<file path="src/rtl/shared_counter_rr_scheduler.sv">
// Round-robin scheduler that lends one shared modulo up-counter to N_REQ
// requesters, one timed interval at a time, with completion and abort handling.
module shared_counter_rr_scheduler #(
  parameter int N_REQ = 4,
  parameter int CNT_W = 4
) (
  input  logic                     C,
  input  logic                     CLR,
  input  logic [N_REQ-1:0]         REQ,
  input  logic [N_REQ*CNT_W-1:0]   LEN,
  output logic [N_REQ-1:0]         GNT,
  output logic [N_REQ-1:0]         DONE,
  output logic                     BUSY,
  output logic [CNT_W-1:0]         Q
);

  localparam int IDX_W = $clog2(N_REQ);

  typedef enum logic {
    IDLE,
    RUN
  } state_t;

  state_t             state_q;
  logic [N_REQ-1:0]   gnt_q;
  logic [N_REQ-1:0]   done_q;
  logic               busy_q;
  logic [CNT_W-1:0]   cnt_q;
  logic [CNT_W-1:0]   len_q;
  logic [IDX_W-1:0]   last_q;
  logic [IDX_W-1:0]   win_q;

  logic [IDX_W-1:0]   pick_d;
  logic [IDX_W-1:0]   cand_d;
  logic [N_REQ-1:0]   onehot_d;
  logic [CNT_W-1:0]   lenSel_d;
  logic               terminal_d;
  int                 idx;

  // Walk from the farthest candidate to the nearest so the requester right
  // after last_q is the final (and therefore winning) assignment.
  always_comb begin
    pick_d = last_q;
    cand_d = '0;
    idx    = 0;
    for (int k = N_REQ; k >= 1; k--) begin
      idx = int'(last_q) + k;
      if (idx >= N_REQ) idx = idx - N_REQ;
      cand_d = IDX_W'(idx);
      if (REQ[cand_d]) pick_d = cand_d;
    end
  end

  always_comb begin
    onehot_d         = '0;
    onehot_d[pick_d] = 1'b1;
    lenSel_d         = LEN[pick_d*CNT_W +: CNT_W];
  end

  // A stored length of zero wraps to all-ones here, giving a full 2**CNT_W run.
  assign terminal_d = (cnt_q == len_q - CNT_W'(1));

  always_ff @(posedge C or posedge CLR) begin
    if (CLR) begin
      state_q <= IDLE;
      gnt_q   <= '0;
      done_q  <= '0;
      busy_q  <= 1'b0;
      cnt_q   <= '0;
      len_q   <= '0;
      last_q  <= IDX_W'(N_REQ - 1);
      win_q   <= '0;
    end else begin
      case (state_q)
        IDLE: begin
          done_q <= '0;
          if (|REQ) begin
            gnt_q   <= onehot_d;
            busy_q  <= 1'b1;
            cnt_q   <= '0;
            len_q   <= lenSel_d;
            win_q   <= pick_d;
            state_q <= RUN;
          end
        end
        RUN: begin
          if (terminal_d) begin
            done_q  <= gnt_q;
            gnt_q   <= '0;
            busy_q  <= 1'b0;
            cnt_q   <= '0;
            last_q  <= win_q;
            state_q <= IDLE;
          end else if (!REQ[win_q]) begin
            gnt_q   <= '0;
            busy_q  <= 1'b0;
            cnt_q   <= '0;
            last_q  <= win_q;
            state_q <= IDLE;
          end else begin
            cnt_q <= cnt_q + CNT_W'(1);
          end
        end
        default: state_q <= IDLE;
      endcase
    end
  end

  assign GNT  = gnt_q;
  assign DONE = done_q;
  assign BUSY = busy_q;
  assign Q    = cnt_q;

endmodule

</file>
<file path="config.mk">
export PLATFORM = sky130hd
export DESIGN_NAME = shared_counter_rr_scheduler
export DESIGN_NICKNAME = d
export VERILOG_FILES = /design/src/rtl/shared_counter_rr_scheduler.sv
export SDC_FILE = /design/constraint.sdc
export NUM_CORES = 1
export LEC_CHECK = 0
export ABC_AREA = 0
export CAP_MARGIN = 40
export CORE_ASPECT_RATIO = 0.8
export CORE_UTILIZATION = 30
export DETAILED_ROUTE_END_ITERATION = 6
export GPL_ROUTABILITY_DRIVEN = 0
export GPL_TIMING_DRIVEN = 0
export PLACE_DENSITY = 0.61
export SYNTH_ARGS = -nofsm -noshare
export SYNTH_HDL_FRONTEND = slang
export SYNTH_SLANG_ARGS = --single-unit
</file>
<file path="constraint.sdc">
create_clock -name C -period 2.6 [get_ports C]
set_clock_uncertainty 0.2 [all_clocks]
set_input_delay 0.52 -clock C [delete_from_list [all_inputs] [get_ports C]]
set_output_delay 0.52 -clock C [all_outputs]
set_load 0.01 [all_outputs]
</file>
# --- After elaboration in Yosys (flattened, before gate mapping) ---
# Index checks and enable logic that the tools add are counted.
totals:
  word_cells: 81
  ff_bits: 22
  input_bits: 22
classes:
  magnitude_cmp: 11
  shifts: 1
  n_reduce_logical: 5
  add_sub_neg: 10
  n_mux: 40
  bitwise_logic: 1
  n_eq_ne: 5
ops:
  columns: ["cell", "n"]
  rows:
  - ["$mux W4", 7]
  - ["$pmux W4 S2", 3]
  - ["$mux W2", 10]
  - ["$lt A2 B3 Y1 const B", 6]
  - ["$shiftx A16 B5 Y4", 1]
  - ["$mux W1", 12]
  - ["$bmux W1 S2", 5]
  - ["$ge A3 B3 Y1 const B", 3]
  - ["$sub A2 B1 Y2 const B", 4]
  - ["$add A2 B2 Y3 const B", 2]
  - ["$reduce_and A2 Y1", 3]
  - ["$add A2 B3 Y4 const B", 1]
  - ["$add A4 B1 Y4 const B", 1]
  - ["$eq A4 B4 Y1", 1]
  - ["$ge A4 B3 Y1 const B", 1]
  - ["$ne A2 B2 Y1 const B", 2]
  - ["$pmux W1 S2", 2]
  - ["$reduce_or A4 Y1", 1]
  - ["$sub A4 B1 Y4 const B", 1]
  - ["$add A2 B1 Y3 const B", 1]
  - ["$ne A3 B3 Y1 const B", 1]
  - ["$demux W1 S2", 1]
  - ["$ge A2 B1 Y1 const B", 1]
  - ["$ne A2 B1 Y1 const B", 1]
  - ["other kinds (2)", 2]

# --- Depth between registers and ports, before layout ---
logic_depth:
  depth_word: 15
  mapped_depth: 7

# --- Least setup slack after synthesis ---
# No wires, ideal clock.
synth_path:
  kind: "register to register"
  start: "register len_q[0]"
  end: "register last_q[0]"
  path_stages_with_launch: 8
  t_arrival_ns: 1.766
  slack_ns: 0.552
  period_less_slack_ns: 2.048
  path_cell_list: "dfrtp_1 > inv_1 > ha_1 > xnor2_1 > xnor2_1 > nor3_4 > o21ai_4 > mux2_4"
synth_via:
  elab_chain_len: 4
synth_rtl:
  columns: ["element", "line", "rtl"]
  rows:
  - ["from (decl)", "29", "logic [CNT_W-1:0] len_q;"]
  - ["from (signal assigned)", "81", "len_q <= lenSel_d;"]
  - ["$sub A4 B1 Y4 (*)", "61", "assign terminal_d = (cnt_q == len_q - CNT_W'(1));"]
  - ["$eq A4 B4 Y1 (*)", "61", null]
  - ["$ne A2 B2 Y1 (no line)", null, null]
  - ["$reduce_and A2 Y1 (no line)", null, null]
  - ["to (signal assigned)", "71", "last_q <= IDX_W'(N_REQ - 1);"]
  - ["to (signal assigned)", "92", "last_q <= win_q;"]
  - ["to (signal assigned)", "98", "last_q <= win_q;"]
  - ["to (decl)", "30", "logic [IDX_W-1:0] last_q;"]
# Mark *: on every way between the ends. The rest lies on a longest branch, timed or not.
# A chain may end at the register's enable or synchronous reset.

# --- Worst setup path in the final report ---
layout_path:
  start: "input REQ[3]"
  end: "register len_q[2]"
layout_via:
  elab_chain_len: 7
layout_rtl:
  columns: ["element", "line", "rtl"]
  rows:
  - ["from (decl)", "9", "input logic [N_REQ-1:0] REQ,"]
  - ["$bmux W1 S2", "50", "if (REQ[cand_d]) pick_d = cand_d;"]
  - ["$mux W1 (not written as such)", "50", null]
  - ["$mux W2 (4 in series)", "50", null]
  - ["$shiftx A16 B5 Y4", "57", "lenSel_d = LEN[pick_d*CNT_W +: CNT_W];"]
# Parallel ways exist; a longest one is shown, timed or not. The select of a mux whose other input is x is not followed.

==> impl_summary.log <==
[metrics] post-detailed-route count of antenna-violating nets: 0
[metrics] largest net degree at the start of global routing: 17
[metrics] post-layout total power: 1860 µW
[metrics] number of different library cells in the post-synthesis netlist: 42
[metrics] core region area: 0.00423 mm²
[metrics] first-pass iteration count of the detailed router: 4
[metrics] worst slew margin relative to its limit: 56.5%
[metrics] clock transition at the register clock pins on the worst setup and hold paths after CTS: 80 ps
[metrics] Synth top area share: 37.6%
[metrics] count of boundary I/O pins: 35
[metrics] average routed wire per standard cell: 13.3 µm
[metrics] largest incremental delay on the critical path: 590 ps
[metrics] final-report max-slew violation count: 0
[metrics] data arrival at the endpoint of the critical path: 2350 ps
[metrics] number of H-tree levels: 1
[metrics] iteration-0 DRC count of the detailed router: 30
[metrics] min Tclk post-route: 2400 ps
[metrics] status: complete, no violations
[metrics] Slowest cell on crit path: sky130_fd_sc_hd__clkdlybuf4s50_1
[metrics] endpoint of the worst register-to-register path: Q[3]
[metrics] die width: 76.5 µm
[metrics] first-pass GRT wire length: 5040 µm
[metrics] total die area: 0.00471 mm²
[metrics] clock tree root buffer cell: sky130_fd_sc_hd__clkbuf_8
[metrics] Global Route Usage Sum: 14.0%
[metrics] classification of the worst setup path: in2reg
[metrics] synth-to-layout area growth: 38.3%
[metrics] Setup crit end kind: register
[metrics] cell accounting for the most synthesized area: sky130_fd_sc_hd__dfrtp_1
[metrics] number of vias after detailed routing: 1092
[metrics] worst-path fanout max: 6
[metrics] static leakage power: 0.000791 µW
[metrics] number of buffers created by CTS: 3
[metrics] vias per cell: 4.92
[metrics] mean instance size in the synthesized netlist: 10.7 µm²
[metrics] synth top area cells: sky130_fd_sc_hd__dfrtp_1 (38%), sky130_fd_sc_hd__dfstp_2 (3.9%), sky130_fd_sc_hd__nor2b_1 (3.3%), sky130_fd_sc_hd__mux2i_1 (3.0%), sky130_fd_sc_hd__o211a_1 (3.0%)
[metrics] YS warnings: 0
[metrics] share of total power in the clock network: 13.2%
[metrics] Gate power share: 54.7%
[metrics] number of antenna violations at the first check in global routing: 0
[metrics] setup slack of the most critical reg-to-reg path: 420 ps
[metrics] DRC violation count after routing: 0
[metrics] delay-heaviest family, CP: compound AO/OA/AOI/OAI gates
[metrics] Inserted Diodes: 0
[metrics] utilization of the core after routing: 43.5%
[metrics] die height: 61.6 µm
[metrics] count of input and output buffers: 34
[metrics] CTS tree: yes
[metrics] cell area power density: 1010 mW/mm²
[metrics] CP Cell Sequence: clkdlybuf4s50_1, nor2b_1, nor3_1, a2111oi_4, o211a_1, a211oi_2
[metrics] Yosys reg bits: 22
[metrics] initial standard-cell utilization of the core: 31.5%
[metrics] R2R Path Start: len_q[0]
[metrics] Setup crit start kind: input port
[metrics] Final setup violation count: 0
[metrics] maximum clock path buffer count: 2
[metrics] Core Rows: 21
[metrics] Post-layout nets: 190
[metrics] source-to-sink clock delay at the later pin of the worst-skew pair: 260 ps
[metrics] combined buffer and inverter count along the critical path: 1
[metrics] CP Launch Point: REQ[3]
[metrics] net switching power of the design: 760 µW
[metrics] post-synth design cell area: 0.00133 mm²
[metrics] setup repair after global routing missed its margin: false
[metrics] number of hold violations in the final report: 0
[metrics] Hold WC Path Type: in2async
[metrics] sequential power share: 32.1%
[metrics] setup TNS: 0 ps
[metrics] final worst-path cycle share: 92.2%
[metrics] data required time of the worst path: 2550 ps
[metrics] sequential area share after synthesis: 41.5%
[metrics] number of sinks driven by the clock tree: 22
[metrics] R2R depth: 7
[metrics] GRT Residual Overflow: 0
[metrics] maximum clock frequency: 0.417 GHz
[metrics] Worst-Margin Slew: 649 ps
[metrics] top library cells by usage in the layout, fill and taps aside: sky130_fd_sc_hd__clkdlybuf4s50_1 (34), sky130_fd_sc_hd__dfrtp_1 (20), sky130_fd_sc_hd__inv_1 (10)
[metrics] placed wire-length estimate: 2390 µm
[metrics] finished layout cell area: 0.00184 mm²
[metrics] internal power consumption: 1100 µW
[metrics] dpl cell area: 0.00177 mm²
[metrics] most frequent standard cell in the layout excluding fill and tap cells: sky130_fd_sc_hd__clkdlybuf4s50_1
[metrics] number of cells produced by synthesis: 124
[metrics] switch share: 40.8%
[metrics] wire length reported by the detailed router: 2960 µm
[metrics] fraction of final layout cells with drive strength greater than 1: 17.0%
[metrics] vias in the first global route: 1068
[metrics] Peak VDD IR: 419 µV
[metrics] synthesized net count: 148
[metrics] maxcap violations: 0
[metrics] cts-stage hold buffer count: 0
## repair_timing
item,in CTS,in global routing
endpoints found under the hold margin,0,0
setup buffers,0,2
setup endpoints to repair,0,1
resized for setup,0,0
## through the flow
stage / hold WS, ps / setup slack, ps / cells
after floorplan: 308 / 552 / 124
after global placement: 270 / -115 / 215
after detailed placement: 301 / -139 / 216
after CTS: 312 / 141 / 220
after global routing: 333 / 132 / 222
final: 307 / 204 / 222
## layout make-up
cell class | instances | area (µm²)
Buffer | 3 | 21.3
Clock buffer | 4 | 55.1
Fill cell | 405 | 2390
Inverter | 10 | 37.5
Multi-Input combinational cell | 89 | 719
Sequential cell | 22 | 553
Tap cell | 57 | 71.3
Timing Repair Buffer | 37 | 383
## registers in the layout (all words and copies together) (netlist names)
name,flops
DONE,4
GNT,4
Q,4
len_q,4
last_q,2
win_q,2
BUSY,1
state_q,1
## worst max path at each step
stage                            to  slack (ps)  cells after the start
after CTS                  len_q[0]         140                      6
after floorplan           last_q[0]         550                      7
after global routing       len_q[1]         130                      6
after detailed placement   len_q[0]        -140                      6
final                      len_q[2]         200                      6
after global placement     len_q[0]        -120                      6
## cell families (layout without fill, tap and decap cells)
kind of cell	Yosys count	after routing	share of synthesized area [%]
and+or+nand+nor	41	41	18.6
AOI/OAI and AO/OA	33	33	22.7
DFF	22	22	41.5
buffers and inverters	13	54	4.42
muxes	7	7	6.95
xor gates and xnor gates	6	6	3.95
adders and majority gates	2	2	1.88
## power by group through the flow
stage | Sequential (µW) | Combinational (µW) | Clock (µW)
global placement | 602 | 1000 | 0
CTS | 603 | 1030 | 253
global route | 620 | 1120 | 266
finish | 598 | 1020 | 245
detailed placement | 608 | 1020 | 0
floorplan | 597 | 745 | 0
## cell usage after synthesis (all sizes together)
cell type  number
xnor2           4
nor3            4
nand2b          3
nand2           9
o2bb2ai         2
and3            1
a22o            2
dfrtp          20
a211oi          4
a21oi           5
dfstp           2
nor2b           7
nor2            8
mux2i           4
o211a           4
nand3           2
nor4b           1
nand4           4
o211ai          1
nor4            1
a21o            3
a2111oi         1
xor2            2
mux2            2
ha              2
o21a            1
mux4            1
o21ai           8
buf             3
a211o           1
o311ai          1
or3b            1
inv            10
## routing by layer
metal | vias to the layer above | global-route usage [%] | wire [µm]
met3 | 5 | 3.70 | 89
li1 | 530 | - | -
met1 | 543 | 17.9 | 1390
met4 | 0 | 4.40 | 29
met2 | 14 | 23.6 | 1460
met5 | - | 0 | 0
Power figures use the tool's default switching activity.
